**src/rtl/tail_light_pkg.sv**
```systemverilog
// tail_light_pkg: shared state/direction types and per-side lamp patterns
package tail_light_pkg;
  typedef enum logic [3:0] {IDLE, L1, L2, L3, R1, R2, R3, HAZ_ON, HAZ_OFF} state_t;
  typedef enum logic {LEFT, RIGHT} dir_t;
  localparam logic [2:0] LAMP_OFF = 3'b000;
  localparam logic [2:0] LAMP_S1  = 3'b001;
  localparam logic [2:0] LAMP_S2  = 3'b011;
  localparam logic [2:0] LAMP_S3  = 3'b111;
endpackage

```
**src/rtl/tail_light_controller_prescaler.sv**
```systemverilog
// blink_prescaler: one-cycle tick every TICK_DIV clocks
module blink_prescaler #(
  parameter int TICK_DIV = 25_000_000
) (
  input  logic clk,
  input  logic reset,
  output logic tick
);
  localparam int W = $clog2(TICK_DIV);
  logic [W-1:0] cnt;
  assign tick = cnt == W'(TICK_DIV - 1);
  always_ff @(posedge clk)
    if (!reset) cnt <= '0;
    else cnt <= tick ? '0 : cnt + W'(1);
endmodule

```
**src/rtl/tail_light_controller.sv**
```systemverilog
// tail_light_controller: turn/hazard/brake lamp sequencer with comfort-blink
module tail_light_controller #(
  parameter int TICK_DIV       = 25_000_000,
  parameter int COMFORT_CYCLES = 3
) (
  input  logic clk,
  input  logic reset,
  input  logic left,
  input  logic right,
  input  logic hazard,
  input  logic brake,
  output logic la,
  output logic lb,
  output logic lc,
  output logic ra,
  output logic rb,
  output logic rc,
  output logic busy
);
  import tail_light_pkg::*;
  localparam int CW = $clog2(COMFORT_CYCLES + 1);
  logic tick, haz, lseq, rseq;
  state_t state, state_n;
  dir_t dir, dir_n;
  logic [CW-1:0] count, count_n;
  logic [2:0] lp, rp;
  blink_prescaler #(.TICK_DIV(TICK_DIV)) u_pre (.clk(clk), .reset(reset), .tick(tick));
  assign haz = hazard | (left & right);
  always_comb begin
    state_n = state;
    count_n = count;
    dir_n   = dir;
    if (tick)
      case (state)
        IDLE:
          if (haz) begin
            state_n = HAZ_ON;
            count_n = '0;
          end else if (left) begin
            state_n = L1;
            count_n = CW'(COMFORT_CYCLES);
            dir_n   = LEFT;
          end else if (right) begin
            state_n = R1;
            count_n = CW'(COMFORT_CYCLES);
            dir_n   = RIGHT;
          end else if (count != '0) state_n = dir == LEFT ? L1 : R1;
        L1, L2, L3, R1, R2, R3:
          if (haz) begin
            state_n = HAZ_ON;
            count_n = '0;
          end else if (state == L3 || state == R3) begin
            state_n = IDLE;
            count_n = count != '0 ? count - CW'(1) : '0;
          end else state_n = state_t'(state + 4'd1);
        HAZ_ON:  state_n = HAZ_OFF;
        HAZ_OFF: state_n = haz ? HAZ_ON : IDLE;
        default: state_n = IDLE;
      endcase
  end
  // The side that is not sequencing turns fully on under brake
  assign lseq = state_n inside {L1, L2, L3};
  assign rseq = state_n inside {R1, R2, R3};
  assign lp = brake && !lseq ? LAMP_S3 :
              state_n == L1 ? LAMP_S1 : state_n == L2 ? LAMP_S2 :
              (state_n == L3 || state_n == HAZ_ON) ? LAMP_S3 : LAMP_OFF;
  assign rp = brake && !rseq ? LAMP_S3 :
              state_n == R1 ? LAMP_S1 : state_n == R2 ? LAMP_S2 :
              (state_n == R3 || state_n == HAZ_ON) ? LAMP_S3 : LAMP_OFF;
  always_ff @(posedge clk)
    if (!reset) begin
      state        <= IDLE;
      count        <= '0;
      dir          <= LEFT;
      {lc, lb, la} <= LAMP_OFF;
      {rc, rb, ra} <= LAMP_OFF;
      busy         <= 1'b0;
    end else begin
      state        <= state_n;
      count        <= count_n;
      dir          <= dir_n;
      {lc, lb, la} <= lp;
      {rc, rb, ra} <= rp;
      busy         <= state_n != IDLE || count_n != '0;
    end
endmodule
```
**config.mk**
```make
export PLATFORM = sky130hd
export DESIGN_NAME = tail_light_controller
export DESIGN_NICKNAME = d
export VERILOG_FILES = /design/src/rtl/tail_light_pkg.sv /design/src/rtl/tail_light_controller_prescaler.sv /design/src/rtl/tail_light_controller.sv
export SDC_FILE = /design/constraint.sdc
export NUM_CORES = 1
export LEC_CHECK = 0
export ABC_AREA = 1
export ABC_CLOCK_PERIOD_IN_PS = 2100
export CAP_MARGIN = 30
export CORE_AREA = 2 2 67 69
export CTS_CLUSTER_SIZE = 20
export DETAILED_ROUTE_END_ITERATION = 10
export DIE_AREA = 0 0 69 71
export GPL_TIMING_DRIVEN = 0
export HOLD_SLACK_MARGIN = 0.12
export MAX_ROUTING_LAYER = met4
export PLACE_DENSITY = 0.77
export SYNTH_ARGS = -nofsm -noshare
export SYNTH_HDL_FRONTEND = slang
export SYNTH_SLANG_ARGS = --single-unit
```
**constraint.sdc**
```tcl
create_clock -name clk -period 2.1 [get_ports clk]
set_input_delay 0.42 -clock clk [delete_from_list [all_inputs] [get_ports clk]]
set_output_delay 0.42 -clock clk [all_outputs]
set_load 0.03 [all_outputs]
```
Word-level counts from Yosys, hierarchy flattened
Index checks and enable logic that the tools add are counted.
{"block": "classes", "addsub": 3, "eq_ne": 16, "mux": 28, "n_bitwise": 4, "reduce_logical": 18}
{"cell": "$eq A4 B3 Y1 const B", "count": 8}
{"cell": "$mux W3", "count": 10}
{"cell": "$mux W4", "count": 7}
{"cell": "$add A25 B1 Y25 const B", "count": 1}
{"cell": "$eq A25 B25 Y1 const B", "count": 1}
{"cell": "$eq A4 B2 Y1 const B", "count": 4}
{"cell": "$pmux W4 S4", "count": 1}
{"cell": "$mux W2", "count": 7}
{"cell": "$eq A4 B1 Y1 const B", "count": 2}
{"cell": "$reduce_bool A2 Y1", "count": 3}
{"cell": "$reduce_bool A3 Y1", "count": 2}
{"cell": "$reduce_or A6 Y1", "count": 1}
{"cell": "$add A4 B1 Y4 const B", "count": 1}
{"cell": "$eq A4 B4 Y1 const B", "count": 1}
{"cell": "$logic_not A4 Y1", "count": 1}
{"cell": "$logic_or A1 B1 Y1", "count": 4}
{"cell": "$pmux W2 S2", "count": 1}
{"cell": "$reduce_and A4 Y1", "count": 1}
{"cell": "$reduce_bool A4 Y1", "count": 1}
{"cell": "$logic_and A1 B1 Y1", "count": 2}
{"cell": "$logic_not A1 Y1", "count": 2}
{"cell": "$mux W1", "count": 2}
{"cell": "$not A1 Y1", "count": 2}
{"cell": "$reduce_or A2 Y1", "count": 1}
{"cell": "3 further kinds", "count": 3}
{"block": "word_totals", "ff_bits": 39, "inputBits": 6}

Depth between registers and ports, before layout
{"block": "depth", "word_depth": 13, "ltp_mapped": 16, "ltp_nobuf": 16}

By module
From an unflattened synthesis, not the netlist that was laid out.
{"block": "unflattened", "cells_unflattened": 367, "area_unflattened_um2": 2372.3}
{"mod": "blink_prescaler", "instances": 1, "cells_per_inst": 205, "area_each_um2": 1370.1, "seq_area_each_um2": 500.5}
{"mod": "tail_light_controller", "instances": 1, "cells_per_inst": 162, "area_each_um2": 1002.2, "seq_area_each_um2": 280.3}

Least setup slack after synthesis
No wires, ideal clock.
{"block": "synth_path", "path_kind": "reg-to-reg", "start": "register state[0]", "end": "register la", "setup_time_ps": 117, "arrival_time_ps": 1628, "required_ps": 1983, "setup_slack_ps": 355, "stages_incl_launch_ff": 15, "synth_period_minus_slack_ps": 1745, "cell_sequence": "dfxtp_1 -> inv_1 -> ha_1 -> nor2_1 -> nor2_1 -> nor2_2 -> nand2_1 -> nand3_1 -> nand2_1 -> nand2_1 -> nand2_1 -> nor2_2 -> nand2_1 -> nand2_2 -> nand3_2"}
{"block": "synth_between", "elab_chain_cells": 12}
{"element": "start: declaration", "line": "tail_light_controller.sv:23", "source": "state_t state, state_n;"}
{"element": "start signal: assignment", "line": "tail_light_controller.sv:79", "source": "state <= state_n;"}
{"element": "parallel branches: the longest is 5 deep, another holds $add A4 B1 Y4"}
{"element": "$mux W4 (*)", "line": "tail_light_controller.sv:33", "source": "if (tick)"}
{"element": "$eq A4 B2 Y1 / $eq A4 B3 Y1 (equally long branches)", "line": "tail_light_controller.sv:62, tail_light_controller.sv:66"}
{"element": "$logic_or A1 B1 Y1", "line": "tail_light_controller.sv:66", "source": "(state_n == L3 || state_n == HAZ_ON) ? LAMP_S3 : LAMP_OFF;"}
{"element": "$mux W3", "line": "tail_light_controller.sv:66"}
{"element": "$mux W3 (2 in a row)", "line": "tail_light_controller.sv:65", "source": "state_n == L1 ? LAMP_S1 : state_n == L2 ? LAMP_S2 :"}
{"element": "$mux W3 (*)", "line": "tail_light_controller.sv:64", "source": "assign lp = brake && !lseq ? LAMP_S3 :"}
{"element": "end signal: assignment", "line": "tail_light_controller.sv:82", "source": "{lc, lb, la} <= lp;"}
{"element": "end: declaration", "line": "tail_light_controller.sv:12", "source": "output logic la,"}
Every way passes the cells marked *.
A chain may end at the register's enable or synchronous reset.

Final worst setup path
{"block": "layout_path", "start": "register u_pre.cnt[0]", "end": "register la"}
{"block": "layout_between", "elab_chain_cells": 8}
{"element": "start: declaration", "line": "tail_light_controller_prescaler.sv:10", "source": "logic [W-1:0] cnt;"}
{"element": "start signal: assignment", "line": "tail_light_controller_prescaler.sv:14", "source": "else cnt <= tick ? '0 : cnt + W'(1);"}
{"element": "$eq A25 B25 Y1 (*)", "line": "tail_light_controller_prescaler.sv:11", "source": "assign tick = cnt == W'(TICK_DIV - 1);"}
{"element": "$mux W4 (*)", "line": "tail_light_controller.sv:33"}
{"element": "$eq A4 B2 Y1 / $eq A4 B3 Y1 (equally long branches)", "line": "tail_light_controller.sv:62, tail_light_controller.sv:66"}
{"element": "$logic_or A1 B1 Y1", "line": "tail_light_controller.sv:66"}
{"element": "$mux W3", "line": "tail_light_controller.sv:66"}
{"element": "$mux W3 (2 in a row)", "line": "tail_light_controller.sv:65"}
{"element": "$mux W3 (*)", "line": "tail_light_controller.sv:64"}
Every way passes the cells marked *; elsewhere a longest branch is shown, timed or not.

==> metrics list <==
- The flow ran to the end, and the final reports show no timing, DRC or antenna violations.
- The Yosys step of the flow raised 0 warnings.
- Of all nets on the critical path, the largest fanout is 8.
* Combined area of all synthesized cells: 0.00239 mm^2
- After synthesis, the cell types taking the most area are sky130_fd_sc_hd__dfxtp_1, sky130_fd_sc_hd__nand2_1, sky130_fd_sc_hd__nor2_1.
- In this run the core area contains 24 standard-cell rows.
* Average via count per standard cell: 5.08
- Launch instance of the worst min-delay path: u_pre.cnt[0]$_SDFF_PP0_
* Total Nets Final: 407
- The number of global-route vias before repair was 2076.
* Period utilization: 0.906
* Total via count after detailed routing: 2279
- The slowest stage of the critical path belongs to the cell sky130_fd_sc_hd__dfxtp_2.
- Source-to-sink clock delay at the later pin of the worst-skew pair: 0.30 ns
- Slew Limit Headroom: 0.740
- CTS tree: done
* Sequential cell area fraction in the yosys report: 0.327
- Number of inserted diodes: 0
- Yosys mapped the design onto 33 distinct sky130hd cell types.
- Number of setup violations in the final report: 0
- Number of instances in the synthesized netlist: 372
- Most Frequent Cell on Critical Path: sky130_fd_sc_hd__nand2_1
- 1st-pass router iterations: 4
- Worst endpoint data arrival time: 2.09 ns
- Top-area cell type share of the netlist area: 0.327
* Count of final hold-check violations: 0
- DRC Markers: 0
* Cell type with the highest aggregate area in the netlist: sky130_fd_sc_hd__dfxtp_1
* Chip Height: 71 um
- After the first detailed-routing iteration, the DRC count stood at 151.
- Sink Count: 39
* Ratio of cells with drive above 1 in the final layout: 0.154
* Final sum of negative setup slack: 0 ns
- Worst Path Buf+Inv: 2
- The cell sitting at the root of the clock tree is a sky130_fd_sc_hd__clkbuf_8.
* Top Ports: 13
* Worst Setup Path Type: reg -> reg
- The path class of the tightest hold or removal check is reg -> reg.
- Final clock skew: 0.00870 ns
- Die outline width: 69 um
- For this run, the slowest stage of the critical path takes 0.38 ns.
* Main synth FF type: sky130_fd_sc_hd__dfxtp_1
* Synthesized area divided by synthesized cell count: 6.41 um^2
- Worst Tran Pin Value: 0.386 ns
- The number of pins with negative max-slew slack in the final report is 0.
- Once layout is complete, the utilization of the core stands at 0.654.
* Min cycle time layout: 1.90 ns
- Maximum number of pins on one net before global-route repair: 13
- Htree depth: 2
* Hold-fix buffers at CTS: 0
- Async S/R FF share, synth: 0
* Area added between synthesis and finish: 15.3%
- Core ar.: 0.00420 mm^2
- Cell-by-cell listing of the critical path: ha_1, nand2_2, nor2_8, inv_2, nor2_2, nand2_2, nor2_4, nand2_1, nand2_1, inv_1, nand2_1, nand2_1, nand2_2, nand3_2
* Gr ovfl total: 0
- # Max-Cap Violations: 0
- Timing would allow up to 0.525 GHz.
- The startpoint identified for the worst register-to-register timing path is u_pre.cnt[0]$_SDFF_PP0_.
- The die covers 0.00490 mm^2.
* Final cell area excluding filler cells: 0.00275 mm^2
- After synthesis the netlist holds a flip-flop and latch count of 39.
- RSZ-0062 raised after global routing: no
- Worst Setup SP: u_pre.cnt[0]$_SDFF_PP0_
- At the end of routability-driven placement, the weighted congestion stood at 0.854.
- Remaining antenna violation count after routing: 0
- The first global-routing pass estimated 8890 um of wire.
- Post-Place Setup Slack: -0.282 ns
* Nets in the synthesized netlist: 383
- Buffers placed on the I/O ports in this run total 12.
* Setup slack of the critical path after layout: 0.197 ns
- Cts bufs inserted: 5
- STA classifies the critical path endpoint as a flip-flop.
* Post-Route WL: 5030 um
- In the synthesized netlist, the cells that appear most often are sky130_fd_sc_hd__nand2_1, sky130_fd_sc_hd__nor2_1, sky130_fd_sc_hd__inv_1, sky130_fd_sc_hd__dfxtp_1, sky130_fd_sc_hd__nand3_1.
- Leakage component of the power: 1.17 nW
- Top-count cell post-synth: sky130_fd_sc_hd__nand2_1
- Kind of start point of the critical path: flip-flop
* Areal power density over the cells: 545 mW/mm^2
- The synthesized design contains 0 enable-type register cells.
- Initial antenna violation count: 0
* Crit path max-delay family: simple AND/OR/NAND/NOR gates
- Filler Cell Count: 382
* Worst vdd ir: 0.000395 V
- Global routing usage summed across all routing layers: 0.225
- The tightest hold path in the finished design has a slack of 0.470 ns.
- The initial utilization of the core area, before any placement, comes to 0.568.
- At the worst endpoint, the required time is 2.29 ns.
- Deepest clock path buffer count: 2
- Wirelength per Cell: 11.2 um
- After clock tree synthesis, the clock-pin slew on the worst setup and hold paths is 0.07 ns.
- Detailed placement ended at an HPWL of 3790 um.
* Post-placement cell area: 0.00257 mm^2
-- what timing repair did --
action / in CTS / in global routing
endpoints found under the hold margin: 0 / 0
buffers inserted: 0 / 5
gates resized for setup: 0 / 9
setup endpoints to repair: 0 / 19
-- logic make-up after synthesis --
kind of cell,after synthesis,share of synthesized area
compound gates,32,0.0708
xor+xnor,4,0.0147
fa+ha+maj,5,0.0262
buf+inv,52,0.0876
flops,39,0.327
simple gates,240,0.474
-- registers in the layout, indices dropped and copies added, names as in the netlist --
name / cells
u_pre.cnt: 25
state: 4
count: 2
busy: 1
dir: 1
la: 1
lb: 1
lc: 1
ra: 1
rb: 1
rc: 1
-- power by group --
part	switching [mW]	leakage (nW)	internal, mW	total (mW)
clock network	0.263	0.0612	0.384	0.648
logic	0.0549	0.796	0.0407	0.0955
registers	0.00723	0.318	0.749	0.756
-- worst paths after layout --
check             slack (ns)                      end  depth (start not counted)
setup / recovery        0.20            la$_SDFF_PN0_                         14
hold / removal          0.47  u_pre.cnt[0]$_SDFF_PP0_                          1
setup reg to reg        0.20            la$_SDFF_PN0_                         14
hold reg to reg         0.47  u_pre.cnt[0]$_SDFF_PP0_                          1
-- cell usage in the layout, fill, tap and decap left out, types with 5 or more instances in the layout --
cell                              count
sky130_fd_sc_hd__nor3_1              13
sky130_fd_sc_hd__nand3_2              6
sky130_fd_sc_hd__nand4_1              8
sky130_fd_sc_hd__nand3_1             23
sky130_fd_sc_hd__a21oi_1             18
sky130_fd_sc_hd__nand2_1             98
sky130_fd_sc_hd__nand2_2             12
sky130_fd_sc_hd__buf_4                6
sky130_fd_sc_hd__o21ai_0             10
sky130_fd_sc_hd__clkbuf_8             7
sky130_fd_sc_hd__dfxtp_1             36
sky130_fd_sc_hd__nor2_2               9
sky130_fd_sc_hd__ha_1                 5
sky130_fd_sc_hd__clkdlybuf4s50_1     12
sky130_fd_sc_hd__nor2_1              54
sky130_fd_sc_hd__inv_1               43
sky130_fd_sc_hd__inv_2                5
-- area by class of cell --
class                           instances  area, um^2  area share
Sequential cell                        39         787       0.286
Inverter                               50         188      0.0682
Tap cell                               52        65.1      0.0237
Clock inverter                          2        35.0      0.0127
Multi-Input combinational cell        281        1410       0.514
Clock buffer                            6        82.6      0.0300
Buffer                                  2        21.3     0.00773
Timing Repair Buffer                   17         158      0.0573
-- layer usage --
layer,GRT usage,part of all wire,vias up
li1,-,-,1228
met1,0.292,0.50,999
met2,0.340,0.43,45
met3,0.0527,0.046,7
met4,0.0893,0.015,0
met5,-,0,-
-- worst reg2reg max path: cells and delay by family, from the launching register on --
family / cells / cell delay [ns]
and+or+nand+nor: 11 / 1.11
DFF: 1 / 0.38
adders and majority gates: 1 / 0.19
buffers and inverters: 2 / 0.11
-- through the flow --
| stage | power (mW) | std cells |
|---|---|---|
| after detailed placement | 0.863 | 436 |
| after CTS | 1.51 | 444 |
| after global placement | 0.862 | 436 |
| after global routing | 1.55 | 449 |
| after floorplan | 0.829 | 372 |
| final | 1.50 | 449 |
Note: power is estimated with default switching activity, not from simulation.
